===== src/rtl/fir_frame_buf.sv =====
// Ping-pong frame collector between the FIR stage and the FFT stage.
// Latency: the frame is presented from the same edge that writes its N-th sample.
// Backpressure: frame_ready low holds the frame stable; input keeps filling the
//   other bank, and samples arriving while both banks are full are dropped.
//
// Ports:
//   clk          rising-edge clock
//   rst          asynchronous active-low reset
//   fir_valid    fir_d carries a new sample this cycle
//   fir_d        filtered sample (DW bits, stored verbatim)
//   frame_ready  FFT stage accepts the presented frame this cycle
//   frame_valid  a complete frame is presented on frame_d
//   frame_d      N samples in parallel, slice [DW*i +: DW] is sample i (0 = oldest)
//   frame_cnt    frames handed off, modulo 2^CW
//   overflow     sticky flag: at least one sample dropped since reset
module fir_frame_buf #(
  parameter int N  = 16,
  parameter int DW = 16,
  parameter int CW = 8
) (
  input  logic            clk,
  input  logic            rst,
  input  logic            fir_valid,
  input  logic [DW-1:0]   fir_d,
  input  logic            frame_ready,
  output logic            frame_valid,
  output logic [N*DW-1:0] frame_d,
  output logic [CW-1:0]   frame_cnt,
  output logic            overflow
);

  localparam int            AW   = $clog2(N);
  localparam logic [AW-1:0] LAST = AW'(N - 1);

  // Two banks of N samples each.
  logic [DW-1:0] mem [2][N];

  logic [1:0]    full;
  logic [1:0]    full_nxt;
  logic          wr_bank;
  logic [AW-1:0] wr_idx;
  logic          rd_bank;

  logic xfer;
  logic writable;
  logic wr_en;
  logic wr_last;

  // The read side only ever looks at registered state, so frame_valid and
  // frame_d cannot glitch with fir_valid or frame_ready.
  assign frame_valid = full[rd_bank];
  assign xfer        = frame_valid & frame_ready;

  // The write bank can only be full when both banks are full; in that case
  // it is also the bank being read, so a handoff this cycle frees it in time
  // for the incoming sample.
  assign writable = !full[wr_bank] | (xfer & (rd_bank == wr_bank));
  assign wr_en    = fir_valid & writable;
  assign wr_last  = wr_en & (wr_idx == LAST);

  // Sample storage.
  always_ff @(posedge clk or negedge rst) begin
    if (!rst) begin
      for (int b = 0; b < 2; b++) begin
        for (int i = 0; i < N; i++) begin
          mem[b][i] <= '0;
        end
      end
    end else if (wr_en) begin
      mem[wr_bank][wr_idx] <= fir_d;
    end
  end

  // Release of the read bank and completion of the write bank can coincide;
  // they always target different banks in that case, so both apply.
  always_comb begin
    full_nxt = full;
    if (xfer) begin
      full_nxt[rd_bank] = 1'b0;
    end
    if (wr_last) begin
      full_nxt[wr_bank] = 1'b1;
    end
  end

  // Pointers, occupancy, counters.
  always_ff @(posedge clk or negedge rst) begin
    if (!rst) begin
      full      <= '0;
      wr_bank   <= 1'b0;
      wr_idx    <= '0;
      rd_bank   <= 1'b0;
      frame_cnt <= '0;
      overflow  <= 1'b0;
    end else begin
      full <= full_nxt;

      if (xfer) begin
        rd_bank   <= ~rd_bank;
        frame_cnt <= frame_cnt + CW'(1);
      end

      if (wr_en) begin
        if (wr_last) begin
          wr_idx  <= '0;
          wr_bank <= ~wr_bank;
        end else begin
          wr_idx <= wr_idx + AW'(1);
        end
      end

      if (fir_valid & !writable) begin
        overflow <= 1'b1;
      end
    end
  end

  // Parallel frame view of the bank being read: a pure mux.
  always_comb begin
    frame_d = '0;
    for (int i = 0; i < N; i++) begin
      frame_d[DW*i +: DW] = mem[rd_bank][i];
    end
  end

endmodule


===== config.mk =====
export PLATFORM = sky130hd
export DESIGN_NAME = fir_frame_buf
export DESIGN_NICKNAME = d
export VERILOG_FILES = /design/src/rtl/fir_frame_buf.sv
export SDC_FILE = /design/constraint.sdc
export NUM_CORES = 1
export LEC_CHECK = 0
export ABC_AREA = 1
export BUFFER_PORTS_ARGS = -buffer_cell sky130_fd_sc_hd__buf_2
export CORE_ASPECT_RATIO = 1.5
export CORE_MARGIN = 2
export CORE_UTILIZATION = 54
export CTS_CLUSTER_SIZE = 28
export DETAILED_ROUTE_END_ITERATION = 12
export PLACE_DENSITY = 0.71
export SYNTH_ARGS = -nofsm -noshare
export SYNTH_HDL_FRONTEND = slang
export SYNTH_SLANG_ARGS = --single-unit

===== constraint.sdc =====
create_clock -name clk -period 2.8 [get_ports clk]
set_input_delay 0.56 -clock clk [delete_from_list [all_inputs] [get_ports clk]]
set_output_delay 0.56 -clock clk [all_outputs]
set_load 0.03 [all_outputs]

; After elaboration in Yosys (flattened, before gate mapping)
; Cells that the tools add are included.
[totals]
in_bits = 20
regBits = 529
[op_classes]
eq_ne = 2
bitwise = 14
n_lt_le_gt_ge = 9
reduce_logical = 7
mux = 19
add_sub_neg = 2
[op_table]
columns = op, count
row1 = 2-to-1 mux 256 bit, 4
row2 = bitwise mux 512 bit, 1
row3 = demux 256 bit (select 1 bit), 1
row4 = demux 16 bit (select 4 bit), 1
row5 = 2-to-1 mux 16 bit, 1
row6 = "adder 8 x 1 -> 8 bit, second input constant", 1
row7 = 2-to-1 mux 1 bit, 6
row8 = bitwise AND 1 bit, 5
row9 = ">= comparator 5 bit, second input constant", 1
row10 = "less-than comparator 5 x 1 -> 1 bit, second input constant", 1
row11 = NOT 4 -> 5 bit, 1
row12 = "adder 4 x 1 -> 4 bit, second input constant", 1
row13 = "== test 4 bit, second input constant", 1
row14 = ">= comparator 2 bit, second input constant", 2
row15 = logical AND 1 bit, 4
row16 = "less-than comparator 1 x 2 -> 1 bit, second input constant", 2
row17 = 2-to-1 mux 2 bit, 2
row18 = 2-to-1 mux 4 bit, 1
row19 = NOT 1 -> 2 bit, 2
row20 = bitwise AND 2 bit, 1
row21 = demux 1 bit (select 1 bit), 2
row22 = ">= comparator 1 bit, second input constant", 2
row23 = zero test 1 bit, 2
row24 = "less-than comparator 2 x 1 -> 1 bit, second input constant", 1
row25 = 6 further kinds, 7

; Depth between registers and ports, before layout
; Gate-level depths: netlist of the first run.
[logic_depth]
ltp_word = 9
ltp_mapped = 11
ltp_nobuf = 8

; Least setup slack after synthesis of the first run
; No wires, ideal clock.
[synth_path]
kind = register -> output
start = register rd_bank
end = output port frame_d[208]
path_buffers = 3
stages_incl_launch_ff = 7
setup_slack_ps = 846
arrival_time_ps = 1394
path_cell_list = dfrtp_1 buf_4 inv_4 clkbuf_1 buf_1 nand2_1 nand2_1
[synth_via]
elab_chain_cells = 4
[synth_lines]
columns = element, line
row1 = start: declaration, 42  ; logic rd_bank;
row2 = start signal: assignment, 99  ; rd_bank <= ~rd_bank;
row3 = NOT 1 -> 2 bit (not written as such), 122  ; frame_d[DW*i +: DW] = mem[rd_bank][i];
row4 = 2-to-1 mux 256 bit (not written as such), 122
row5 = 2-to-1 mux 256 bit (2 in a row), -
row6 = end: declaration, 27  ; output logic [N*DW-1:0] frame_d,
; Every way passes these cells. The select of a mux whose other input is x is not followed.

; Worst setup path after layout of the first run
[layout_path]
start = register rd_bank
end = output port frame_d[91]
[layout_via]
elab_chain_cells = 4
[layout_lines]
columns = element, line
row1 = NOT 1 -> 2 bit (not written as such), 122
row2 = 2-to-1 mux 256 bit (3 in a row), -
; Every way passes these cells. The select of a mux whose other input is x is not followed.

==> results of run 1 <==
through the flow:
| stage | setup WS [ps] | hold slack (ps) | area, sq um | power [mW] | util [%] |
|---|---|---|---|---|---|
| after floorplan | 846 | 264 | 25800 | 21.0 | - |
| after global placement | 398 | 453 | 27600 | 25.1 | 58.2 |
| after detailed placement | 320 | 458 | 27600 | 25.4 | 58.2 |
| after CTS | -54.6 | 322 | 29500 | 32.9 | 62.1 |
| after global routing | 4.95 | 346 | 29500 | 34.8 | 62.2 |
| final | 57.9 | 340 | 29500 | 33.0 | 62.2 |
placed cells by master (no fill, tap or decap), types with 2 or more instances in the layout:
cell / Yosys / layout
o21ai_0: 3 / 3
ha_1: 5 / 5
inv_2: 2 / 2
clkinvlp_4: 0 / 4
clkinv_2: 0 / 13
buf_2: 68 / 282
clkbuf_1: 147 / 4
buf_4: 28 / 112
inv_1: 10 / 10
nand4_1: 515 / 515
xnor2_1: 3 / 3
nand3_4: 10 / 10
nor2_1: 24 / 24
nor3_1: 3 / 3
dfrtp_1: 529 / 528
clkbuf_16: 0 / 54
bufinv_16: 0 / 5
nor2_2: 12 / 12
clkbuf_8: 0 / 15
buf_8: 3 / 3
buf_16: 0 / 3
buf_12: 0 / 15
nand2_1: 1839 / 1839
xor2_1: 5 / 5
nand3_1: 14 / 14
nand3_2: 21 / 21
metal layers:
layer	track usage, %	routed length [um]
met1	44.0	32400
met2	52.7	39300
met3	5.25	7050
met4	17.2	4710
met5	0	11
layout make-up:
| class | instances | share of cell area (%) |
|---|---|---|
| flip-flops and latches | 529 | 44.9 |
| clock buffers | 72 | 5.24 |
| inverters | 13 | 0.208 |
| multi-input cells | 2458 | 37.1 |
| well taps | 600 | 2.54 |
| repair buffers | 418 | 9.24 |
| clock inverters | 22 | 0.831 |
cells in the mapped netlist:
cell type / instances
buf_4: 28
dfrtp_1: 529
nand4_1: 515
buf_1: 23
nand2_1: 1839
buf_8: 3
inv_2: 2
nand2_2: 1
inv_4: 1
nor2_1: 24
nand2_8: 1
buf_6: 26
xnor2_1: 3
inv_1: 10
o21ai_1: 1
clkbuf_1: 147
o21ai_0: 3
nand3_1: 14
nor2_2: 12
xor2_1: 5
nand3_4: 10
ha_1: 5
nor3_1: 3
buf_2: 68
nand3_2: 21
a31o_2: 1
kinds of logic after synthesis:
| logic type | after synthesis |
|---|---|
| AND/OR/NAND/NOR | 2440 |
| flip-flops | 529 |
| buffers and inverters | 308 |
| XOR/XNOR | 8 |
| AO/OA/AOI/OAI | 5 |
| adder cells (fa/ha/maj) | 5 |
flip-flops by register name, summed over array words and instances, names as in the netlist:
signal     flops
frame_cnt      8
full           2
mem          512
overflow       1
rd_bank        1
wr_bank        1
wr_idx         4
power breakdown:
group | internal (mW) | switching (mW)
combinational | 3.69 | 10.2
sequential | 10.3 | 1.55
clock | 4.30 | 3.05
worst max-delay path by stage:
stage,slack (ps),startpoint,endpoint,cells after the start
after floorplan,850,rd_bank$_DFFE_PN0P_,frame_d[208],6
after global routing,5,rd_bank$_DFFE_PN0P_,frame_d[121],5
after global placement,400,rd_bank$_DFFE_PN0P_,mem[266]$_DFFE_PN0P_,9
final,60,rd_bank$_DFFE_PN0P_,frame_d[91],5
after detailed placement,320,rd_bank$_DFFE_PN0P_,mem[502]$_DFFE_PN0P_,9
after CTS,-50,rd_bank$_DFFE_PN0P_,frame_d[239],5
repair_timing:
| action | CTS | global route |
|---|---|---|
| endpoints found under the setup margin | 106 | 174 |
| endpoints found under the hold margin | 43 | 0 |
| buffers inserted | 0 | 0 |
| resized for setup | 4 | 8 |
| gates cloned | 1 | 1 |
| hold buffers | 1 | 0 |
worst reg2reg max path: stages (launching register included):
cell and delay, ps:
dfrtp_4 580, clkinv_8 210, nand2_1 120, nand2_2 120, nand3_4 110, nand2_8 360
buf_4 290, nand3_2 370, nand2_1 180, nand2_1 70
==> metrics.yaml, run 1 <==
worst_setup_path:
  critPathArrivalTime_ps: 2180
  rrSetupSlack_ps: 270
  path_max_fanout: 47
  critPathKind: "reg2out"
  critical_path.cell_chain: "clkinv_8 > buf_16 > nand2_1 > nand2_1 > buf_2"
  cp-start-kind: "flop"
  critPathRequiredTime_ps: 2240
  crit_family: "buffers and inverters"
  crit_slowest_cell: "dfrtp_4"
  endpoint_kind: "output pin"
  r2r_end: "mem[256]$_DFFE_PN0P_"
  critical-path-max-stage-delay_ps: 580
  r2r_cells: 9
  cpMostUsedCell: "nand2_1"
  timing.rr.start: "rd_bank$_DFFE_PN0P_"
  cp_num_buf_inv: 3
placement:
  dp.cells: 4015
  hpwlAfterDp_um: 51600
  io_buffers: 285
  gp_congestion: 0.878
pwr:
  powerDensity_nw_per_um2: 1120
  vdd_drop_max_mv: 0.890
  leakage_nw: 16.9
route:
  route.detailed.drc: 0
  via_per_inst: 5.95
  ant_nets: 0
  drt_first_iter_violations: 2784
  wl_per_cell_um: 20.3
  vias: 24500
  firstDrtPassIters: 6
  wirelength_um: 83400
synth:
  synth-seq-cells: 529
  yosys.area_share.xor_xnor_pct: 0.272
  yosysSeqAreaShare_pct: 51.4
  synthAdderAreaFrac_pct: 0.243
  syn_inst: 3295
  synth_top_family_by_area: "simple AND/OR/NAND/NOR gates"
  synth_top_area_cell: "dfrtp_1"
  synth-compound-area-share_pct: 0.112
  syn_area_sq_um: 25800
  yosys.area_share.simple_pct: 41.9
  yosysWarnings: 0
  synth_top_area_share_pct: 51.4
  synth_cell_type_count: 26
  synth.area.top_cells: "dfrtp_1, nand2_1, nand4_1, clkbuf_1, buf_2"
  syn_nets: 3320
  avgSynthCellArea_sq_um: 7.82
  synthMuxAreaShare_pct: 0
timing:
  setup-violations-final: 0
  finalClockSkew_ps: 16.4
  setup_tns_ps: 0
  maxSlewHeadroom_pct: 28.5
  rsz0062_at_grt: "true"
  worst_pin_slew_ps: 1070
  max_freq_mhz: 365
  fin_crit_ps: 2740
  finalHoldViolations: 0
  period_share_pct: 97.9
  drv_slew: 0
clock_tree:
  clk_latency_ps: 580
  cts_max_path_buffers: 3
  clkTransAtPathRegs_ps: 70
  htree_levels: 2
  cts_buffers: 50
  cts-root-buf: "clkbuf_16"
  tritoncts: "yes"
  cts.sinks: 529
die:
  die_w_um: 182
  num_rows: 98
  pin_count: 286
  start_util_pct: 54.3
  fp.dieArea_sq_um: 49500
  core_region_area_sq_um: 47500
  fp.dieH_um: 272
global_routing:
  grt_max_degree: 166
  overflow: 0
  grt_pass1_vias: 23400
  grt_pass1_wl_um: 130000
  grt.total_usage_pct: 33.1
  grt_antenna_before_repair: 1
finish:
  area_growth_pct: 14.6
  n_antenna_cell: 0
  nets: 3495
  drive_above_1_share_pct: 15.9
  area.sequential_sq_um: 13200
  multiInputGateArea_sq_um: 10900
  layout.cells.non_filler: 4112
  n_fill_cell: 4132
min_path:
  hold_path.class: "in2reg"
  hold_path_end: "rd_bank$_DFFE_PN0P_"
  hp-start: "frame_ready"
  worstHoldPathCells: 3
outcome:
  status: "finished, final reports clean"
job:
  drv_cap: 0
Power figures use the tool's default switching activity.
==> run 2: changes to the inputs <==
--- a/config.mk
+++ b/config.mk
@@ -7,12 +7,14 @@
 export LEC_CHECK = 0
 export ABC_AREA = 1
 export BUFFER_PORTS_ARGS = -buffer_cell sky130_fd_sc_hd__buf_2
+export CAP_MARGIN = 20
 export CORE_ASPECT_RATIO = 1.5
 export CORE_MARGIN = 2
 export CORE_UTILIZATION = 54
 export CTS_CLUSTER_SIZE = 28
 export DETAILED_ROUTE_END_ITERATION = 12
 export PLACE_DENSITY = 0.71
+export SETUP_SLACK_MARGIN = 0.1
 export SYNTH_ARGS = -nofsm -noshare
 export SYNTH_HDL_FRONTEND = slang
 export SYNTH_SLANG_ARGS = --single-unit
==> run 2 against run 1 <==
Compared with the run above:
- global-route usage is 0.10 points higher
- utilization is 0.35 points higher
- register-to-register slack worse by 30 ps
- worst hold slack worse by 7.0 ps
- combinational power is 3% higher
- maximum frequency is 2.8% higher
==> metrics.yaml, run 2 (synthesis results as in run 1) <==
timing:
  finalHoldViolations: 0
  worst_pin_slew_ps: 1080
  setup-violations-final: 0
  drv_slew: 0
  rsz0062_at_grt: "true"
  max_freq_mhz: 375
  maxSlewHeadroom_pct: 27.9
  finalClockSkew_ps: 20.4
  period_share_pct: 95.3
  setup_tns_ps: 0
  fin_crit_ps: 2670
global_routing:
  grt.total_usage_pct: 33.2
  grt_pass1_wl_um: 131000
  grt_max_degree: 94
  grt_pass1_vias: 23400
  grt_antenna_before_repair: 1
  overflow: 0
clock_tree:
  cts-root-buf: "clkbuf_16"
  cts_buffers: 50
  htree_levels: 2
  tritoncts: "yes"
  clkTransAtPathRegs_ps: 70
  cts.sinks: 529
  cts_max_path_buffers: 3
  clk_latency_ps: 580
worst_setup_path:
  critical-path-max-stage-delay_ps: 520
  critPathKind: "reg2out"
  critPathRequiredTime_ps: 2240
  crit_cells: 6
  cp_num_buf_inv: 4
  endpoint_kind: "output pin"
  critical_path.cell_chain: "buf_12 > clkinv_16 > buf_12 > nand2_1 > nand2_1 > buf_2"
  crit_slowest_cell: "dfrtp_4"
  path_max_fanout: 39
  r2r_cells: 10
  crit_family: "buffers and inverters"
  critPathArrivalTime_ps: 2110
  cp-start-kind: "flop"
outcome:
  status: "finished, final reports clean"
min_path:
  hold_path.class: "in2reg"
  worstHoldPathCells: 3
placement:
  io_buffers: 285
  hpwlAfterDp_um: 51600
  gp_congestion: 0.878
pwr:
  vdd_drop_max_mv: 0.909
  total_power_mw: 33.3
  leakage_nw: 17.0
  powerDensity_nw_per_um2: 1120
job:
  drv_cap: 0
route:
  via_per_inst: 5.97
  wl_per_cell_um: 20.4
  vias: 24600
  firstDrtPassIters: 6
  route.detailed.drc: 0
  wirelength_um: 83900
  drt_first_iter_violations: 2573
  ant_nets: 0
finish:
  n_fill_cell: 4105
  largest_register: "mem"
  largest_reg_flops: 512
  nets: 3500
  drive_above_1_share_pct: 16.0
  final_cell_mix: "nand2_1, dfrtp_1, nand4_1"
  top_regs: "mem x512, frame_cnt x8, wr_idx x4"
  n_antenna_cell: 0
  area_growth_pct: 15.2
  multiInputGateArea_sq_um: 11000
  final_common_cell: "nand2_1"
  area.sequential_sq_um: 13200
die:
  die_w_um: 182
  fp.dieH_um: 272
  pin_count: 286
  start_util_pct: 54.3
  fp.dieArea_sq_um: 49500
  num_rows: 98
  core_region_area_sq_um: 47500
## run 2: cell count changes in the layout (fill, tap and decap cells not counted), sizes merged
cell    before  now
bufbuf       0    1
buf        416  418
clkbuf      73   75
## run 2: worst paths after layout
| kind | start | end | slack, ps |
|---|---|---|---|
| hold / removal | frame_ready | rd_bank$_DFFE_PN0P_ | 330 |
| setup reg to reg | rd_bank$_DFFE_PN0P_ | mem[502]$_DFFE_PN0P_ | 240 |
| setup / recovery | rd_bank$_DFFE_PN0P_ | frame_d[10] | 130 |
| hold reg to reg | mem[409]$_DFFE_PN0P_ | mem[409]$_DFFE_PN0P_ | 470 |
| min in group asynchronous | rst | mem[124]$_DFFE_PN0P_ | 510 |
| max in group asynchronous | rst | mem[258]$_DFFE_PN0P_ | 1340 |
## run 2: layout make-up
type                       count  share of cell area [%]
clock buffer                  72                    5.21
inverter                      13                   0.253
timing repair buffer         423                    9.66
tap                          600                    2.53
sequential                   529                    44.6
multi-input combinational   2458                    36.9
clock inverter                22                   0.826
## run 2: repair_timing
item | 4_1_cts | 5_1_grt
buffers inserted | 0 | 2
gates cloned | 2 | 3
setup endpoints to repair | 255 | 130
endpoints found under the hold margin | 43 | 0
gates resized for setup | 9 | 11
hold buffers | 1 | 0
## run 2: routing by layer
metal / part of all wire, % / track usage, % / vias to the layer above / wire length, um
met5: 0.013 / 0 / - / 11
met4: 5.7 / 17.5 / 2 / 4770
met3: 8.5 / 5.22 / 277 / 7110
met2: 47 / 53.0 / 1287 / 39600
met1: 39 / 44.0 / 11900 / 32500
li1: - / - / 11100 / -
## run 2: where the power goes
part           total (mW)  leakage (nW)  internal (mW)  switching [mW]
combinational        14.2          9.03           3.91            10.3
clock                7.35         0.888           4.30            3.05
sequential           11.8          7.06           10.3            1.53
total                33.3          17.0           18.5            14.8
## run 2: metrics by stage
| step | hold slack (ps) | utilization, % | setup slack, ps | instance area [sq um] | std cells |
|---|---|---|---|---|---|
| after floorplan | 264 | - | 846 | 25800 | 3295 |
| after global routing | 346 | 62.6 | 82.9 | 29700 | 4117 |
| after detailed placement | 458 | 58.2 | 320 | 27600 | 4015 |
| after CTS | 322 | 62.2 | 36.5 | 29500 | 4112 |
| after global placement | 453 | 58.2 | 398 | 27600 | 4015 |
| final | 333 | 62.6 | 132 | 29700 | 4117 |
## run 2: tightest hold or removal path: cells and delay by family
family          cells  cell delay (ps)
compound gates      1              100
buf+inv             2              220
